$ cat config.mk
export PLATFORM = sky130hd
export DESIGN_NAME = regfile_debug_dumper_flat
export DESIGN_NICKNAME = d
export VERILOG_FILES = /design/src/rtl/regfile_debug_dumper_pkg.sv /design/src/rtl/regfile_debug_dumper_if.sv /design/src/rtl/regfile_debug_dumper.sv /design/src/flat_wrapper.sv
export SDC_FILE = /design/constraint.sdc
export NUM_CORES = 1
export LEC_CHECK = 0
export ABC_CLOCK_PERIOD_IN_PS = 2700
export CORE_ASPECT_RATIO = 1.1
export CORE_MARGIN = 2
export CORE_UTILIZATION = 44
export DETAILED_ROUTE_END_ITERATION = 6
export HOLD_SLACK_MARGIN = 0.03
export MAX_ROUTING_LAYER = met4
export PLACE_DENSITY = 0.8
export RECOVER_POWER = 25
export SETUP_SLACK_MARGIN = 0.15
export SYNTH_ARGS = -nofsm -noshare
export SYNTH_HDL_FRONTEND = slang
export SYNTH_SLANG_ARGS = --single-unit
$ cat constraint.sdc
create_clock -name clock -period 2.7 [get_ports clock]
set_clock_uncertainty 0.2 [all_clocks]
set_input_delay 0.54 -clock clock [delete_from_list [all_inputs] [get_ports clock]]
set_output_delay 0.54 -clock clock [all_outputs]
set_load 0.03 [all_outputs]
$ cat src/rtl/regfile_debug_dumper_pkg.sv
// Shared definitions for the register file debug dumper. The register
// file and the pipeline use the same width constants.
package regfile_debug_dumper_pkg;

    // Register file geometry shared across the core
    localparam int REG_ADDR_WIDTH = 5;
    localparam int REG_DATA_WIDTH = 32;

    // Settle counter width, enough for settle periods of up to 15 cycles
    localparam int SETTLE_CNT_W = 4;

    // Dumper FSM state encoding
    localparam logic [2:0] ST_IDLE   = 3'd0;
    localparam logic [2:0] ST_SETUP  = 3'd1;
    localparam logic [2:0] ST_STROBE = 3'd2;
    localparam logic [2:0] ST_SETTLE = 3'd3;
    localparam logic [2:0] ST_OUTPUT = 3'd4;
    localparam logic [2:0] ST_DONE   = 3'd5;

endpackage : regfile_debug_dumper_pkg

$ cat src/rtl/regfile_debug_dumper_if.sv
// Valid/ready word stream carrying a register index and its captured value
// from the dumper to a display or UART sink.
interface regfile_debug_dumper_if
    import regfile_debug_dumper_pkg::*;
#(
    parameter int ADDR_WIDTH = REG_ADDR_WIDTH,
    parameter int DATA_WIDTH = REG_DATA_WIDTH
);

    logic                  out_valid;
    logic                  out_ready;
    logic [ADDR_WIDTH-1:0] out_addr;
    logic [DATA_WIDTH-1:0] out_data;

    // Dumper side: produces words
    modport master (
        output out_valid,
        output out_addr,
        output out_data,
        input  out_ready
    );

    // Sink side: consumes words
    modport slave (
        input  out_valid,
        input  out_addr,
        input  out_data,
        output out_ready
    );

endinterface : regfile_debug_dumper_if

$ cat src/rtl/regfile_debug_dumper.sv
// Register file debug dumper. On a start request it walks an inclusive,
// wrapping index range, fires one registered debug strobe per entry, waits
// the settle time, captures the debug read data and streams (index, value)
// words to a valid/ready sink. Everything runs in the core clock domain;
// clock_debug is a plain registered strobe.
module regfile_debug_dumper
    import regfile_debug_dumper_pkg::*;
#(
    parameter int ADDR_WIDTH    = REG_ADDR_WIDTH,
    parameter int DATA_WIDTH    = REG_DATA_WIDTH,
    parameter int SETTLE_CYCLES = 1
) (
    input  logic                  clock,
    input  logic                  reset,
    input  logic                  start,
    input  logic [ADDR_WIDTH-1:0] first_addr,
    input  logic [ADDR_WIDTH-1:0] last_addr,
    output logic                  busy,
    output logic                  done,
    output logic [ADDR_WIDTH-1:0] read_address_debug,
    output logic                  clock_debug,
    input  logic [DATA_WIDTH-1:0] data_out_debug,
    regfile_debug_dumper_if.master out
);

    // Count value reached on the final settle cycle
    localparam logic [SETTLE_CNT_W-1:0] SETTLE_LAST = SETTLE_CNT_W'(SETTLE_CYCLES - 1);

    logic [2:0]              state;
    logic [ADDR_WIDTH-1:0]   cur_addr;
    logic [ADDR_WIDTH-1:0]   last_q;
    logic [SETTLE_CNT_W-1:0] settle_cnt;
    logic                    settle_last;
    logic                    out_xfer;
    logic                    at_last;
    logic [ADDR_WIDTH-1:0]   next_addr;

    // Capture happens on the edge that ends the final settle cycle
    assign settle_last = (state == ST_SETTLE) && (settle_cnt == SETTLE_LAST);
    // out_valid is always high in OUTPUT, so ready alone completes the transfer
    assign out_xfer    = (state == ST_OUTPUT) && out.out_ready;
    assign at_last     = (cur_addr == last_q);
    // Index increment wraps naturally at ADDR_WIDTH bits
    assign next_addr   = cur_addr + 1'b1;

    // Sweep sequencer: state, range registers, settle timer, debug port and status flags
    always_ff @(posedge clock or posedge reset) begin
        if (reset) begin
            state              <= ST_IDLE;
            cur_addr           <= '0;
            last_q             <= '0;
            settle_cnt         <= '0;
            read_address_debug <= '0;
            clock_debug        <= 1'b0;
            busy               <= 1'b0;
            done               <= 1'b0;
        end else begin
            case (state)
                ST_IDLE: begin
                    if (start) begin
                        cur_addr           <= first_addr;
                        last_q             <= last_addr;
                        read_address_debug <= first_addr;
                        busy               <= 1'b1;
                        state              <= ST_SETUP;
                    end
                end
                ST_SETUP: begin
                    // Address has had a full cycle to settle; raise the strobe
                    clock_debug <= 1'b1;
                    state       <= ST_STROBE;
                end
                ST_STROBE: begin
                    clock_debug <= 1'b0;
                    settle_cnt  <= '0;
                    state       <= ST_SETTLE;
                end
                ST_SETTLE: begin
                    if (settle_last) begin
                        settle_cnt <= '0;
                        state      <= ST_OUTPUT;
                    end else begin
                        settle_cnt <= settle_cnt + 1'b1;
                    end
                end
                ST_OUTPUT: begin
                    // Hold here under backpressure; no new strobe until the word leaves
                    if (out_xfer) begin
                        if (at_last) begin
                            done  <= 1'b1;
                            state <= ST_DONE;
                        end else begin
                            cur_addr           <= next_addr;
                            read_address_debug <= next_addr;
                            state              <= ST_SETUP;
                        end
                    end
                end
                ST_DONE: begin
                    done  <= 1'b0;
                    busy  <= 1'b0;
                    state <= ST_IDLE;
                end
                default: begin
                    state <= ST_IDLE;
                end
            endcase
        end
    end

    // Output word register: load on capture, hold until the sink accepts
    always_ff @(posedge clock or posedge reset) begin
        if (reset) begin
            out.out_valid <= 1'b0;
            out.out_addr  <= '0;
            out.out_data  <= '0;
        end else if (settle_last) begin
            out.out_valid <= 1'b1;
            out.out_addr  <= cur_addr;
            out.out_data  <= data_out_debug;
        end else if (out_xfer) begin
            out.out_valid <= 1'b0;
        end
    end

endmodule : regfile_debug_dumper
$ cat src/flat_wrapper.sv
// flat-port wrapper written by rule: the top's interface ports become plain ports
module regfile_debug_dumper_flat import regfile_debug_dumper_pkg::*;
#(
    parameter int ADDR_WIDTH    = REG_ADDR_WIDTH,
    parameter int DATA_WIDTH    = REG_DATA_WIDTH,
    parameter int SETTLE_CYCLES = 1
)
  (clock, reset, start, first_addr, last_addr, busy, done, read_address_debug, clock_debug, data_out_debug, out_out_valid, out_out_addr, out_out_data, out_out_ready);
  regfile_debug_dumper_if #(.ADDR_WIDTH(ADDR_WIDTH), .DATA_WIDTH(DATA_WIDTH)) out_i ();
  input  logic clock;
  input  logic reset;
  input  logic start;
  input  logic [ADDR_WIDTH-1:0] first_addr;
  input  logic [ADDR_WIDTH-1:0] last_addr;
  output logic busy;
  output logic done;
  output logic [ADDR_WIDTH-1:0] read_address_debug;
  output logic clock_debug;
  input  logic [DATA_WIDTH-1:0] data_out_debug;
  output wire logic [$bits(out_i.out_valid)-1:0] out_out_valid;
  output wire logic [$bits(out_i.out_addr)-1:0] out_out_addr;
  output wire logic [$bits(out_i.out_data)-1:0] out_out_data;
  input wire logic [$bits(out_i.out_ready)-1:0] out_out_ready;
  assign out_out_valid = out_i.out_valid;
  assign out_out_addr = out_i.out_addr;
  assign out_out_data = out_i.out_data;
  assign out_i.out_ready = out_out_ready;
  regfile_debug_dumper #(.ADDR_WIDTH(ADDR_WIDTH), .DATA_WIDTH(DATA_WIDTH), .SETTLE_CYCLES(SETTLE_CYCLES)) u_core (.clock(clock), .reset(reset), .start(start), .first_addr(first_addr), .last_addr(last_addr), .busy(busy), .done(done), .read_address_debug(read_address_debug), .clock_debug(clock_debug), .data_out_debug(data_out_debug), .out(out_i));
endmodule
==> out/qor.txt <==
flops & latches, synth = 58
Net Sw Frac = 0.409
Post-Syn Area = 2480 µm²
PortBufs = 91
Routed WL = 5.53 mm
Clock H-tree levels = 3
total power draw = 4880 µW
WP data required = 1.96 ns
Final min period = 2.28 ns
vias per cell = 5.08
Sw Pwr = 1990 µW
final hold vios = 0
Std-Cell Rows = 28
HPWL Detailed = 3.92 mm
Async SR Flop Fraction = 1.00
Syn Nets = 244
Post-synth EDFFs = 0
most common cell in the synthesized netlist = dfrtp_1
post-route ant nets = 0
CTS tree = yes
setup TNS = 0 ns
Clk pwr share = 0.151
complex-gate fraction of the synthesized area = 0.0782
setup bufs post-CTS = 0
initial antenna violation count = 0
Ports = 92
Worst Path Arrival = 1.54 ns
Critical Path Fanout Max = 6
routed len/inst = 14.9 µm
synth unique cells = 32
Avg Cell Area, Syn = 12.7 µm²
vias in the first global route = 1902
Worst path slowest cell = clkdlybuf4s50_1
worst IR drop on VDD = 0.744 mV
worst slew pin tran = 0.935 ns
largest buffer count on any clock path = 2
yosys warns = 0
Synth area leader = dfrtp_1
DIE AREA = 6260 µm²
top post-synthesis cells by area = dfrtp_1 58%, mux2_2 15%, mux2_1 3.6%, nand2_1 2.1%, a21oi_1 1.8%
DRT Pass-1 Iters = 4
global-route wire length before repair = 8.93 mm
Syn Inst Count = 195
layout cells sized above 1 = 0.185
post-synthesis mux area share = 0.191
Leakage = 0.00151 µW
Pint = 2880 µW
# diodes = 0
RSZ-0062 raised after global routing = false
status = finished, final reports clean
Worst-path clk slew = 0.07 ns
Final GP Congestion = 0.774
CP startpoint kind = flop
crit path kind = reg -> out
pwr dens = 1330 nW/µm²
synthesis-to-layout area growth = 48.2%
largest family of logic cells by synthesized area = multiplexers
sequential fraction of the synthesis area = 0.585
crit end category = output port
CP top delay family = buffers and inverters
ys flop type = dfrtp_1
fin. max-slew vios = 0
Post-layout nets = 341
TritonCTS Buffers = 9
cells along the critical path = clkdlybuf4s50_1
DIE HEIGHT = 82.8 µm
Comb pwr share = 0.517
clk sinks = 58
grt ovf = 0
Buf/Inv on CP = 1
Root Buffer = clkbuf_8
Reg power frac = 0.331
number of max-cap violations = 0
Clock Latency Late Sink = 0.34 ns
FMAX = 0.438 GHz
DRC viols = 0
largest net degree at the start of global routing = 40
hold_buf cts = 0
XOR/XNOR Fraction of Synth Area = 0.0177
Post-Synth Simple-Gate Area = 0.0872
routed vias = 1890
Slowest Stage Delay on Critical Path = 0.72 ns
post-synthesis adder-cell area fraction = 0.0151
Die Width = 75.6 µm
Starting Density = 0.457
max-slew headroom at the worst pin = 0.376
Setup-failing EPs final = 0
Core ar. = 5430 µm²
number of DRC markers in iteration 0 = 91
CTS resizes = 0
Hold Crit Class = reg -> reg
period utilization = 0.846
All-Layer GR Usage = 0.204
Filler cells = 407
Synth top cells by count = 58 x dfrtp_1, 34 x mux2_2, 14 x nand2_1, 11 x nor2_1
top-area cell type share of the netlist area = 0.585
==> metrics by stage <==
stage | setup slack [ns] | instances | util | area [µm²] | hold slack, ns
after floorplan | 0.532 | 195 | - | 2480 | 0.274
after global routing | 0.365 | 372 | 0.677 | 3680 | 0.313
after global placement | 0.463 | 356 | 0.643 | 3490 | 0.261
after CTS | 0.395 | 372 | 0.677 | 3680 | 0.287
after detailed placement | 0.414 | 356 | 0.643 | 3490 | 0.268
final | 0.416 | 372 | 0.677 | 3680 | 0.282
==> final timing paths <==
check	startpoint	to	slack [ns]	cells after the start
setup / recovery	u_core.read_address_debug[3]	read_address_debug[3]	0.42	1
hold / removal	u_core.out.out_valid	u_core.out.out_valid	0.28	1
setup reg to reg	u_core.settle_cnt[0]	u_core.out.out_addr[0]	0.69	6
hold reg to reg	u_core.out.out_valid	u_core.out.out_valid	0.28	1
max in group asynchronous	reset	u_core.out.out_data[26]	0.96	3
min in group asynchronous	reset	u_core.out.out_data[15]	0.65	2
==> final cells by class <==
| class | instances | area (µm²) | share of cell area |
|---|---|---|---|
| Clock buffer | 14 | 173 | 0.0470 |
| Multi-Input combinational cell | 124 | 971 | 0.264 |
| Inverter | 5 | 18.8 | 0.00511 |
| Timing Repair Buffer | 94 | 958 | 0.261 |
| Tap cell | 75 | 93.8 | 0.0255 |
| Clock inverter | 2 | 10.0 | 0.00272 |
| Sequential cell | 58 | 1450 | 0.395 |
==> cells by family (layout without fill, tap and decap cells) <==
family | after synthesis | count (layout)
multiplexers | 42 | 42
AO/OA/AOI/OAI | 30 | 30
AND/OR/NAND/NOR | 44 | 44
XOR/XNOR | 5 | 5
adder cells (fa/ha/maj) | 3 | 3
buffers and inverters | 13 | 115
flip-flops | 58 | 58
==> power groups by stage <==
| stage | clock, µW | combinational (µW) | sequential, µW |
|---|---|---|---|
| 2_1_floorplan | 0 | 928 | 2230 |
| 3_3_place_gp | 0 | 2500 | 1610 |
| 3_5_place_dp | 0 | 2540 | 1630 |
| 4_1_cts | 756 | 2550 | 1620 |
| 5_1_grt | 784 | 2690 | 1680 |
| 6_report | 737 | 2520 | 1620 |
==> metal layers <==
metal	GRT usage	share of wire	wire length [µm]
met5	-	0	0
met4	0.132	0.033	183
met3	0.0704	0.084	463
met2	0.278	0.46	2540
met1	0.256	0.42	2340
==> state kept, by name (all words and copies together), names as in the netlist <==
register,cells
u_core.last_q,5
u_core.out.out_data,32
u_core.out.out_addr,5
u_core.done,1
u_core.busy,1
u_core.read_address_debug,5
u_core.state,3
u_core.settle_cnt,4
u_core.clock_debug,1
u_core.out.out_valid,1
==> cells in the final DEF (no fill, tap or decap), drive strengths merged <==
cell           netlist  layout
nand3                6       6
clkbuf               2      14
a21oi                9       9
o22ai                1       1
a211o                1       1
clkdlybuf4s50        0      90
dlygate4sd3          0       1
nor2b                1       1
clkinv               0       2
o22a                 2       2
a21o                 1       1
a2bb2oi              1       1
mux2                42      42
dfrtp               58      58
nor3                 5       5
o2bb2ai              1       1
nand2b               3       3
xor2                 5       5
nor2                11      11
and2                 2       2
nand4                2       2
a31oi                3       3
ha                   3       3
nand2               14      14
inv                  5       5
o21bai               1       1
buf                  6       3
o21ai               10      10
Power figures use the tool's default switching activity.
